$ cat src/rtl/instr_issue_queue.sv
// -----------------------------------------------------------------------------
// instr_issue_queue
//
// Feed stage in front of the adaptive control unit. Incoming opcodes are
// buffered in a small FIFO and issued one opcode/valid pair per cycle. A
// hysteresis governor selects LowPower (0) or HighPerf (1) from the queue
// occupancy. In LowPower the issue rate is throttled to one issue every
// LP_ISSUE_GAP cycles.
//
// Optional feature macro: ISSUE_STATS_EN
//   defined   -> issued_cnt counts issued opcodes (wraps at 2^16, reset only)
//   undefined -> issued_cnt is tied to 0
//
// Ports:
//   clk            system clock, rising edge
//   rst_n          synchronous active-low reset
//   in_opcode      opcode to enqueue
//   in_valid       in_opcode valid
//   in_ready       queue can accept this cycle (!full && !flush, 0 in reset)
//   flush          synchronous queue clear
//   mode_force_en  override the governor
//   mode_force_val forced mode (0=LowPower, 1=HighPerf)
//   opcode         issued opcode (0 when not valid)
//   valid          one-cycle pulse per issued opcode
//   mode           mode select (0=LowPower, 1=HighPerf)
//   occupancy      registered entry count, 0..DEPTH
//   issued_cnt     issue statistics
// -----------------------------------------------------------------------------
module instr_issue_queue #(
  parameter int DEPTH        = 8,
  parameter int OPC_W        = 3,
  parameter int HI_THRESH    = 6,
  parameter int LO_THRESH    = 2,
  parameter int LP_ISSUE_GAP = 4,
  parameter int MIN_DWELL    = 16
) (
  input  logic                       clk,
  input  logic                       rst_n,
  input  logic [OPC_W-1:0]           in_opcode,
  input  logic                       in_valid,
  output logic                       in_ready,
  input  logic                       flush,
  input  logic                       mode_force_en,
  input  logic                       mode_force_val,
  output logic [OPC_W-1:0]           opcode,
  output logic                       valid,
  output logic                       mode,
  output logic [$clog2(DEPTH):0]     occupancy,
  output logic [15:0]                issued_cnt
);

  localparam int AW    = $clog2(DEPTH);
  localparam int OCC_W = AW + 1;
  localparam int DW    = $clog2(MIN_DWELL + 1);
  localparam int GW    = (LP_ISSUE_GAP > 1) ? $clog2(LP_ISSUE_GAP) : 1;

  typedef enum logic {
    LOWPOWER = 1'b0,
    HIGHPERF = 1'b1
  } mode_e;

  logic [OPC_W-1:0] mem [DEPTH];
  logic [AW-1:0]    wr_ptr;
  logic [AW-1:0]    rd_ptr;
  logic [OCC_W-1:0] occ_q;
  logic [GW-1:0]    gap_q;
  logic [DW-1:0]    dwell_q;
  mode_e            state_q;
  mode_e            state_d;
  logic             full;
  logic             push;
  logic             pop;

  // There is deliberately no push/pop bypass: a full queue refuses input
  // even if the head leaves in the same cycle.
  assign full     = (occ_q == OCC_W'(DEPTH));
  assign in_ready = rst_n && !full && !flush;
  assign push     = in_valid && in_ready;
  assign pop      = (occ_q != '0) && (gap_q == '0) && !flush;

  assign occupancy = occ_q;
  assign mode      = state_q;

  // Storage has no reset; only entries between the pointers are meaningful.
  always_ff @(posedge clk) begin
    if (push) begin
      mem[wr_ptr] <= in_opcode;
    end
  end

  always_ff @(posedge clk) begin
    if (!rst_n) begin
      wr_ptr <= '0;
      rd_ptr <= '0;
      occ_q  <= '0;
      opcode <= '0;
      valid  <= 1'b0;
    end else if (flush) begin
      wr_ptr <= '0;
      rd_ptr <= '0;
      occ_q  <= '0;
      opcode <= '0;
      valid  <= 1'b0;
    end else begin
      if (push) begin
        wr_ptr <= wr_ptr + 1'b1;
      end
      if (pop) begin
        opcode <= mem[rd_ptr];
        valid  <= 1'b1;
        rd_ptr <= rd_ptr + 1'b1;
      end else begin
        opcode <= '0;
        valid  <= 1'b0;
      end
      case ({push, pop})
        2'b10:   occ_q <= occ_q + 1'b1;
        2'b01:   occ_q <= occ_q - 1'b1;
        default: occ_q <= occ_q;
      endcase
    end
  end

  // Issue throttle. Keyed on the next mode so that entering HighPerf
  // clears any pending gap at the same edge; the load uses the current mode
  // because that is the mode the issue happened in.
  always_ff @(posedge clk) begin
    if (!rst_n) begin
      gap_q <= '0;
    end else if (flush || (state_d == HIGHPERF)) begin
      gap_q <= '0;
    end else if (pop && (state_q == LOWPOWER)) begin
      gap_q <= GW'(LP_ISSUE_GAP - 1);
    end else if (gap_q != '0) begin
      gap_q <= gap_q - 1'b1;
    end
  end

  // Governor next-state. Decisions look at registered occupancy only, and a
  // switch is allowed only once the dwell counter has saturated.
  always_comb begin
    state_d = state_q;
    if (mode_force_en) begin
      state_d = mode_e'(mode_force_val);
    end else if (state_q == LOWPOWER) begin
      if ((occ_q >= OCC_W'(HI_THRESH)) && (dwell_q == DW'(MIN_DWELL))) begin
        state_d = HIGHPERF;
      end
    end else begin
      if ((occ_q <= OCC_W'(LO_THRESH)) && (dwell_q == DW'(MIN_DWELL))) begin
        state_d = LOWPOWER;
      end
    end
  end

  // Mode register and dwell counter; flush leaves both untouched.
  always_ff @(posedge clk) begin
    if (!rst_n) begin
      state_q <= LOWPOWER;
      dwell_q <= '0;
    end else begin
      state_q <= state_d;
      if (state_d != state_q) begin
        dwell_q <= '0;
      end else if (dwell_q != DW'(MIN_DWELL)) begin
        dwell_q <= dwell_q + 1'b1;
      end
    end
  end

`ifdef ISSUE_STATS_EN
  logic [15:0] issued_q;

  // Counts alongside valid so the value matches the pulses seen so far.
  always_ff @(posedge clk) begin
    if (!rst_n) begin
      issued_q <= '0;
    end else if (pop) begin
      issued_q <= issued_q + 16'd1;
    end
  end

  assign issued_cnt = issued_q;
`else
  assign issued_cnt = '0;
`endif

endmodule

$ cat config.mk
export PLATFORM = sky130hd
export DESIGN_NAME = instr_issue_queue
export DESIGN_NICKNAME = d
export VERILOG_FILES = /design/src/rtl/instr_issue_queue.sv
export SDC_FILE = /design/constraint.sdc
export NUM_CORES = 1
export LEC_CHECK = 0
export CAP_MARGIN = 15
export CORE_ASPECT_RATIO = 0.9
export CORE_MARGIN = 5
export CORE_UTILIZATION = 40
export DETAILED_ROUTE_END_ITERATION = 8
export PLACE_DENSITY = 0.68
export SLEW_MARGIN = 20
export SYNTH_ARGS = -nofsm -noshare
export SYNTH_HDL_FRONTEND = slang
export SYNTH_SLANG_ARGS = --single-unit
$ cat constraint.sdc
create_clock -name clk -period 2.9 [get_ports clk]
set_input_delay 0.435 -clock clk [delete_from_list [all_inputs] [get_ports clk]]
set_output_delay 0.435 -clock clk [all_outputs]
set_load 0.005 [all_outputs]
Word-level counts from Yosys, hierarchy flattened
Memories as Yosys holds them, arrays and structs flattened. A register that Yosys moved wholly into a read port is not among the register bits. Index checks and enable logic that the tools add are counted.

$add $sub $neg: 6. Magnitude comparators: 2. Equality and inequality tests: 6. Muxes and demuxes: 10. Bitwise gates (word level): 3. Reductions and logical operators: 20.

Operators with widths (count): 1-bit logical AND (8); 4-bit case mux with 2 select lines (1); 1-bit 2-to-1 mux (7); 3-bit by 1-bit adder with 3-bit output, second input constant (2); 2-bit nonzero test (3); 2-bit OR reduction (3); 5-bit by 1-bit adder with 5-bit output, second input constant (1); 5-bit equality test, second input constant (1); 5-bit inequality test, second input constant (1); 4-bit by 1-bit adder with 4-bit output, second input constant (1); 4-bit equality test, second input constant (1); 4-bit by 3-bit greater-or-equal comparator with 1-bit output, second input constant (1); 4-bit by 2-bit less-or-equal comparator with 1-bit output, second input constant (1); 2-bit 2-to-1 mux (2); 4-bit nonzero test (1); 4-bit by 1-bit subtractor with 4-bit output, second input constant (1); 1-bit NOT (3); 3-bit OR reduction (1); 2-bit by 1-bit equality test with 1-bit output, second input constant (1); 2-bit equality test, second input constant (1); 1-bit zero test (2); 2-bit zero test (1); 2-bit by 1-bit subtractor with 2-bit output, second input constant (1); 1-bit logical OR (1); 1-bit inequality test (1).

Bits in registers: 19. RAM bits: 24. Input bits: 9. Output and inout bits: 26. Logic and storage cells: 55. Memories: 1.

Memories: mem (words 8, bits a word 3, rd ports 1, clocked after Yosys merged registers in 1, write ports 1, RTL line 62) `logic [OPC_W-1:0] mem [DEPTH];`.

Depth between registers and ports, before layout
Gate-level depths: netlist (run 1).

Depth in word-level cells: 7. Gate-level depth with buffers: 12. Depth with buffers taken out: 11.

Worst setup path after synthesis (run 1)
No wires, ideal clock.

Kind: register to register. From: register occ_q[0], in the netlist occupancy[0]. To: register occ_q[2], in the netlist occupancy[2]. Setup time: 0.070 ns. Arrival time: 2.677 ns. Slack: 0.154 ns. Cell stages (with the launch flop): 10. Buffers on the path: 1. Cells stage by stage: dfxtp_1 > or4_1 > buf_6 > and2_2 > ha_1 > xor2_1 > ha_1 > or4b_1 > a31o_2 > a21oi_1.

RTL lines: start, declared (RTL line 65) `logic [OCC_W-1:0] occ_q;`; start signal, assigned (RTL line 117) `2'b10: occ_q <= occ_q + 1'b1;`; start signal, assigned (RTL line 118) `2'b01: occ_q <= occ_q - 1'b1;`; start signal, assigned (RTL line 119) `default: occ_q <= occ_q;`; 4-bit nonzero test * (RTL line 79) `assign pop = (occ_q != '0) && (gap_q == '0) && !flush;`; 1-bit logical AND * (2 in a row) (RTL line 79); via pop (RTL line 72) `logic pop;`; 2-bit by 1-bit equality test with 1-bit output or 2-bit equality test (tied branches) (RTL line 116) `case ({push, pop})`; 4-bit case mux with 2 select lines or 2-bit nonzero test (tied branches).

The timed path passes the listed nets; every way through them passes the cells marked *. A chain may end at the register's enable or synchronous reset.

Worst setup path after layout (run 1)
Ends and elaborated chain as after synthesis.

==> flow_metrics.env, run 1 <==
export IMPL_status="finished clean"
export IMPL_crit_path_frequent_cell="ha_1"
export IMPL_fmax_mhz=378
export IMPL_grt_usage=0.129
export IMPL_synth_top_area_share=0.315
export IMPL_drive_above_1_share=0.157
export IMPL_holdPathEnd="dwell_q[1]"
export IMPL_critPathTopFamily="simple AND/OR/NAND/NOR gates"
export IMPL_grt_pass1_wl_um=7080
export IMPL_ys_flop_type="edfxtp_1"
export IMPL_cts_resized=0
export IMPL_ctsRootBufferMaster="clkbuf_8"
export IMPL_synth_area_leaders="edfxtp_1 32%, dfxtp_1 19%, mux4_2 5.9%"
export IMPL_drc=0
export IMPL_endpoint_kind="flip-flop"
export IMPL_drv_slew=0
export IMPL_place_hpwl_um=3150
export IMPL_die_w_um=89.7
export IMPL_ys_seq_area_frac=0.508
export IMPL_core_area_um2=5630
export IMPL_antenna_found_initial=0
export IMPL_die_area_um2=7330
export IMPL_hp_class="reg -> reg"
export IMPL_ys_warn_count=0
export IMPL_hold_depth=2
export IMPL_cp_arrival_ns=2.87
export IMPL_netlist_area_um2=2290
export IMPL_cts_max_level=2
export IMPL_hold_buffers=0
export IMPL_hold_viol_final=0
export IMPL_via_per_inst=4.98
export IMPL_nNetsFinal=251
export IMPL_ys_seq_elements=46
export IMPL_wl_per_cell_um=13.6
export IMPL_grt_max_degree=18
export IMPL_fill_cells=511
export IMPL_clkLatencyLatePin_ns=0.30
export IMPL_r2r_slack_ns=0.26
export IMPL_synth_edf_count=24
export IMPL_cap_violations=0
export IMPL_postRouteAntennaNets=0
export IMPL_dr_total_vias=1524
export IMPL_routed_wl_um=4150
export IMPL_first_pass_iters=4
export IMPL_syn_inst=204
export IMPL_cts_sinks=46
export IMPL_skew_ns=0.00635
export IMPL_cts_inserted_buffers=5
export IMPL_dr_first_iter_drc_count=49
export IMPL_slew_headroom=0.588
export IMPL_path_clk_slew_ns=0.09
export IMPL_path_cells="or4_1 > and2_2 > ha_1 > xor2_1 > ha_1 > or4b_1 > a31o_2 > a21oi_1"
export IMPL_regToRegStartpoint="occupancy[0]"
export IMPL_num_rows=26
export IMPL_fp_dieH_um=81.7
export IMPL_ios=35
export IMPL_crit_path_max_fanout=3
export IMPL_grt_pass1_vias=1510
export IMPL_fin_crit_sh=0.911
export IMPL_hold_start="dwell_q[1]"
export IMPL_dp_cells=298
export IMPL_critPathLaunchType="flip-flop"
export IMPL_finalSetupViolCount=0
export IMPL_cts_setup_buffers=0
export IMPL_finalSetupTns_ns=0
export IMPL_gp_congestion=0.879
export IMPL_io_buffers=18
export IMPL_multi_input_area_um2=982
export IMPL_clock_path_buffers=2
export IMPL_worst_pin_slew_ns=0.610
export IMPL_postSynthAreaPerCell_um2=11.2
export IMPL_cp_required_ns=3.13
export IMPL_ir_drop_mv=0.210
export IMPL_path_class="reg -> reg"
export IMPL_post_synth_num_cell_types=46
export IMPL_start_util=0.406
export IMPL_leakage_nw=0.996
export IMPL_p_per_area_nw_per_um2=454
export IMPL_cts_tree="done"
export IMPL_ff_latch_area_um2=1160
export IMPL_area_growth_pct=16.4
export IMPL_cp_num_buf_inv=0
export IMPL_rsz0062_at_grt="false"
export IMPL_yosys_area_top_type="edfxtp_1"
export IMPL_grt_overflow=0
export IMPL_synthArstFlopShare=0
export IMPL_layout_min_cycle_time_ns=2.64
export IMPL_slowest_delay_ns=0.57
export IMPL_diodes=0
export IMPL_worstReg2RegEnd="occupancy[2]"
export IMPL_r2r_cells=8
export IMPL_instances_no_fill=306
export IMPL_crit_slowest_cell="or4_1"
==> worst max-delay path by stage <==
| stage | startpoint | end | cells after the start | slack [ns] |
|---|---|---|---|---|
| 6_report | occupancy[0] | occupancy[2] | 8 | 0.26 |
| 5_1_grt | occupancy[3] | occupancy[2] | 9 | 0.10 |
| 4_1_cts | occupancy[0] | occupancy[2] | 8 | 0.27 |
| 3_5_place_dp | flush | occupancy[2] | 9 | 0.02 |
| 3_3_place_gp | flush | occupancy[2] | 9 | 0.09 |
| 2_1_floorplan | occupancy[0] | occupancy[2] | 9 | 0.15 |
==> through the flow <==
stage / power [mW] / util / hold slack (ns) / setup slack (ns) / cell area (um2)
CTS: 1.22 / 0.473 / 0.500 / 0.270 / 2660
global placement: 0.806 / 0.456 / 0.477 / 0.0903 / 2560
detailed placement: 0.808 / 0.456 / 0.489 / 0.0203 / 2560
finish: 1.21 / 0.473 / 0.500 / 0.258 / 2660
global route: 1.26 / 0.473 / 0.533 / 0.101 / 2660
floorplan: 0.780 / - / 0.460 / 0.154 / 2340
==> per-layer routing <==
layer | track usage | part of all wire | vias to the layer above
li1 | - | - | 756
met1 | 0.154 | 0.45 | 722
met2 | 0.207 | 0.48 | 35
met3 | 0.0441 | 0.052 | 11
met4 | 0.0640 | 0.021 | 0
met5 | 0 | 0 | -
==> logic make-up (layout without fill, tap and decap cells) <==
family / after synthesis / in the layout / share of synthesized area
muxes: 13 / 13 / 0.0898
DFF: 46 / 46 / 0.508
and+or+nand+nor: 74 / 74 / 0.174
AOI/OAI and AO/OA: 20 / 20 / 0.0668
xor gates and xnor gates: 9 / 9 / 0.0345
adders and majority gates: 7 / 7 / 0.0383
other: 1 / 16 / 0.00164
buffers and inverters: 34 / 51 / 0.0870
==> synth_stat cells, types with 2 or more instances <==
cell and n:
inv_1 9, buf_4 17, xnor2_1 3, nand3_1 7, clkbuf_1 7, nand2b_1 4
edfxtp_1 24, xor2_1 6, ha_1 7, mux2i_1 7, dfxtp_1 22, nor2b_1 4
a21oi_1 9, nor2_1 18, nand3b_1 3, nand2_1 14, mux4_2 6, nor4_1 2
nor3_1 8
==> worst register-to-register path, delay by kind of cell (launching register included) <==
kind                       cells  cell delay (ns)
xor gates and xnor gates       1             0.15
and+or+nand+nor                3             1.31
DFF                            1             0.32
adders and majority gates      2             0.40
AOI/OAI and AO/OA              2             0.39
==> power breakdown <==
| part | leakage, nW | internal (mW) | switching, mW | total (mW) |
|---|---|---|---|---|
| Sequential | 0.394 | 0.691 | 0.00783 | 0.699 |
| Clock | 0.0495 | 0.179 | 0.235 | 0.414 |
| Combinational | 0.553 | 0.0465 | 0.0481 | 0.0947 |
==> cell type report <==
cell class	count	share of cell area
inverters	9	0.0127
well taps	70	0.0329
clock inverters	3	0.00988
repair buffers	34	0.113
multi-input cells	139	0.369
clock buffers	5	0.0259
flip-flops and latches	46	0.436
==> flip-flops by register name, indices dropped and copies added (netlist names) <==
signal,count
mem,24
rd_ptr,3
valid,1
opcode,3
occupancy,4
gap_q,2
mode,1
dwell_q,5
wr_ptr,3
==> cells in the final DEF (no fill, tap or decap), drive strengths merged, types with 2 or more instances in the layout <==
master          n
nor3            8
nor4            2
xor2            6
or4b            2
inv            12
clkbuf          5
dfxtp          22
nand2          14
ha              7
clkdlybuf4s50  18
nand2b          4
edfxtp         24
and2            2
nor2           18
buf            16
mux2i           7
conb           16
a21oi           9
xnor2           3
mux4            6
nand3b          3
nor2b           4
nand3           7
(Power assumes the default switching activity.)
==> run 2, diff against run 1 <==
- CTS_CLUSTER_SIZE: unset -> 25
- TNS_END_PERCENT: unset -> 10
==> results of run 2 <==
Final layout, timing and power as in run 1 (identical DEF).
==> run 3, diff against run 2 <==
- CORE_ASPECT_RATIO: 0.9 -> 1.1
==> run 3 against run 2 <==
First-iteration DRC count rose by 120%. Fmax fell by 1.2%. Combinational power barely moved. Global-route usage fell by 0.28 points. Critical path depth did not move. Wire length barely moved. Utilization rose by 1.2 points. Sequential power barely moved. Die area barely moved. Hold slack got worse by 0.013 ns. Clock power fell by 12%. Final cell count rose by 1.6%. Largest power group unchanged. Highest routed layer unchanged.
==> flow_metrics.env, run 3 (synthesized netlist as in run 1, its figures left out) <==
export IMPL_status="finished clean"
export IMPL_crit_slowest_cell="or4_1"
export IMPL_drc=0
export IMPL_rsz0062_at_grt="false"
export IMPL_die_area_um2=7330
export IMPL_wl_per_cell_um=13.3
export IMPL_largest_reg_flops=24
export IMPL_fill_cells=512
export IMPL_skew_ns=0.00313
export IMPL_grt_pass1_vias=1436
export IMPL_clkLatencyLatePin_ns=0.29
export IMPL_area_growth_pct=16.0
export IMPL_worstReg2RegEnd="occupancy[2]"
export IMPL_r2r_slack_ns=0.22
export IMPL_path_clk_slew_ns=0.08
export IMPL_diodes=0
export IMPL_postLayoutCoreUtil=0.485
export IMPL_gp_congestion=0.818
export IMPL_layout_min_cycle_time_ns=2.68
export IMPL_r2r_cells=8
export IMPL_hold_depth=2
export IMPL_worst_pin_slew_ns=0.662
export IMPL_p_total_mw=1.16
export IMPL_postRouteAntennaNets=0
export IMPL_dp_cells=303
export IMPL_ir_drop_mv=0.263
export IMPL_grt_pass1_wl_um=6840
export IMPL_crit_path_frequent_cell="ha_1"
export IMPL_ctsRootBufferMaster="clkbuf_8"
export IMPL_crit_path_max_fanout=3
export IMPL_regToRegStartpoint="occupancy[0]"
export IMPL_largest_register="mem"
export IMPL_drive_above_1_share=0.144
export IMPL_fmax_mhz=374
export IMPL_dr_first_iter_drc_count=109
export IMPL_antenna_found_initial=0
export IMPL_grt_overflow=0
export IMPL_mostFrequentLayoutCells="24 x edfxtp_1, 22 x dfxtp_1, 18 x nor2_1, 18 x clkdlybuf4s50_1"
export IMPL_cts_inserted_buffers=5
export IMPL_routed_wl_um=4150
export IMPL_fin_crit_sh=0.923
export IMPL_grt_usage=0.126
export IMPL_die_w_um=82.1
export IMPL_slew_headroom=0.553
export IMPL_hp_class="reg -> reg"
export IMPL_instances_no_fill=311
export IMPL_cts_tree="done"
export IMPL_hold_start="gap_q[1]"
export IMPL_endpoint_kind="flip-flop"
export IMPL_place_hpwl_um=3150
export IMPL_first_pass_iters=4
export IMPL_ios=35
export IMPL_core_area_um2=5470
export IMPL_dr_total_vias=1482
export IMPL_clock_path_buffers=2
export IMPL_whs_ns=0.487
export IMPL_nNetsFinal=251
export IMPL_cp_required_ns=3.12
export IMPL_cts_setup_buffers=0
export IMPL_critPathLaunchType="flip-flop"
export IMPL_num_rows=28
export IMPL_hold_viol_final=0
export IMPL_cts_max_level=2
export IMPL_slowest_delay_ns=0.55
export IMPL_holdPathEnd="gap_q[1]"
export IMPL_p_per_area_nw_per_um2=437
export IMPL_path_class="reg -> reg"
export IMPL_hold_buffers=0
export IMPL_final_common_cell="edfxtp_1"
export IMPL_drv_slew=0
export IMPL_start_util=0.418
export IMPL_cap_violations=0
export IMPL_finalSetupViolCount=0
export IMPL_via_per_inst=4.77
export IMPL_leakage_nw=0.986
export IMPL_fp_dieH_um=89.3
export IMPL_io_buffers=18
export IMPL_cts_sinks=46
export IMPL_grt_max_degree=14
export IMPL_cts_resized=0
export IMPL_path_cells="or4_1 > and2_2 > ha_1 > xor2_1 > ha_1 > or4b_1 > a31o_2 > a21oi_1"
export IMPL_cp_arrival_ns=2.90
## run 3: area by class of cell
cell class,count,area (um2),area share
inverters,9,33.8,0.0127
clock buffers,8,80.1,0.0302
multi-input cells,139,982,0.370
flip-flops and latches,46,1160,0.438
repair buffers,34,300,0.113
well taps,75,93.8,0.0354
## run 3: routing by layer
layer  wire length, um  track usage  vias up
met5                 0            0        -
met4                39       0.0544        0
met3               168       0.0363        3
met2              2070        0.206       30
met1              1870        0.156      689
li1                  -            -      760
## run 3: how the worst max path moves through the flow
stage                       from  slack, ns      endpoint
floorplan           occupancy[0]       0.15  occupancy[2]
global placement           flush       0.08  occupancy[2]
detailed placement         flush      -0.03  occupancy[2]
CTS                 occupancy[0]       0.24  occupancy[2]
global route        occupancy[3]       0.13  occupancy[2]
finish              occupancy[0]       0.22  occupancy[2]
## run 3: power by group
| group | leakage, nW | total (mW) | internal, mW | switching (mW) |
|---|---|---|---|---|
| logic | 0.553 | 0.0949 | 0.0465 | 0.0484 |
| registers | 0.394 | 0.699 | 0.691 | 0.00774 |
| clock network | 0.0395 | 0.365 | 0.171 | 0.194 |
| total | 0.986 | 1.16 | 0.909 | 0.250 |
## run 3: critical path: cells and delay by family, from the launching register on
family	cells	cell delay [ns]
AO/OA/AOI/OAI	2	0.40
flip-flops	1	0.31
AND/OR/NAND/NOR	3	1.31
adder cells (fa/ha/maj)	2	0.43
XOR/XNOR	1	0.16
## run 3: metrics by stage
stage,instance area (um2),worst slack [ns],setup TNS [ns]
after global routing,2650,0.134,0
after detailed placement,2570,-0.0304,-0.0304
after CTS,2650,0.237,0
after floorplan,2340,0.154,0
final,2650,0.225,0
after global placement,2570,0.0828,0
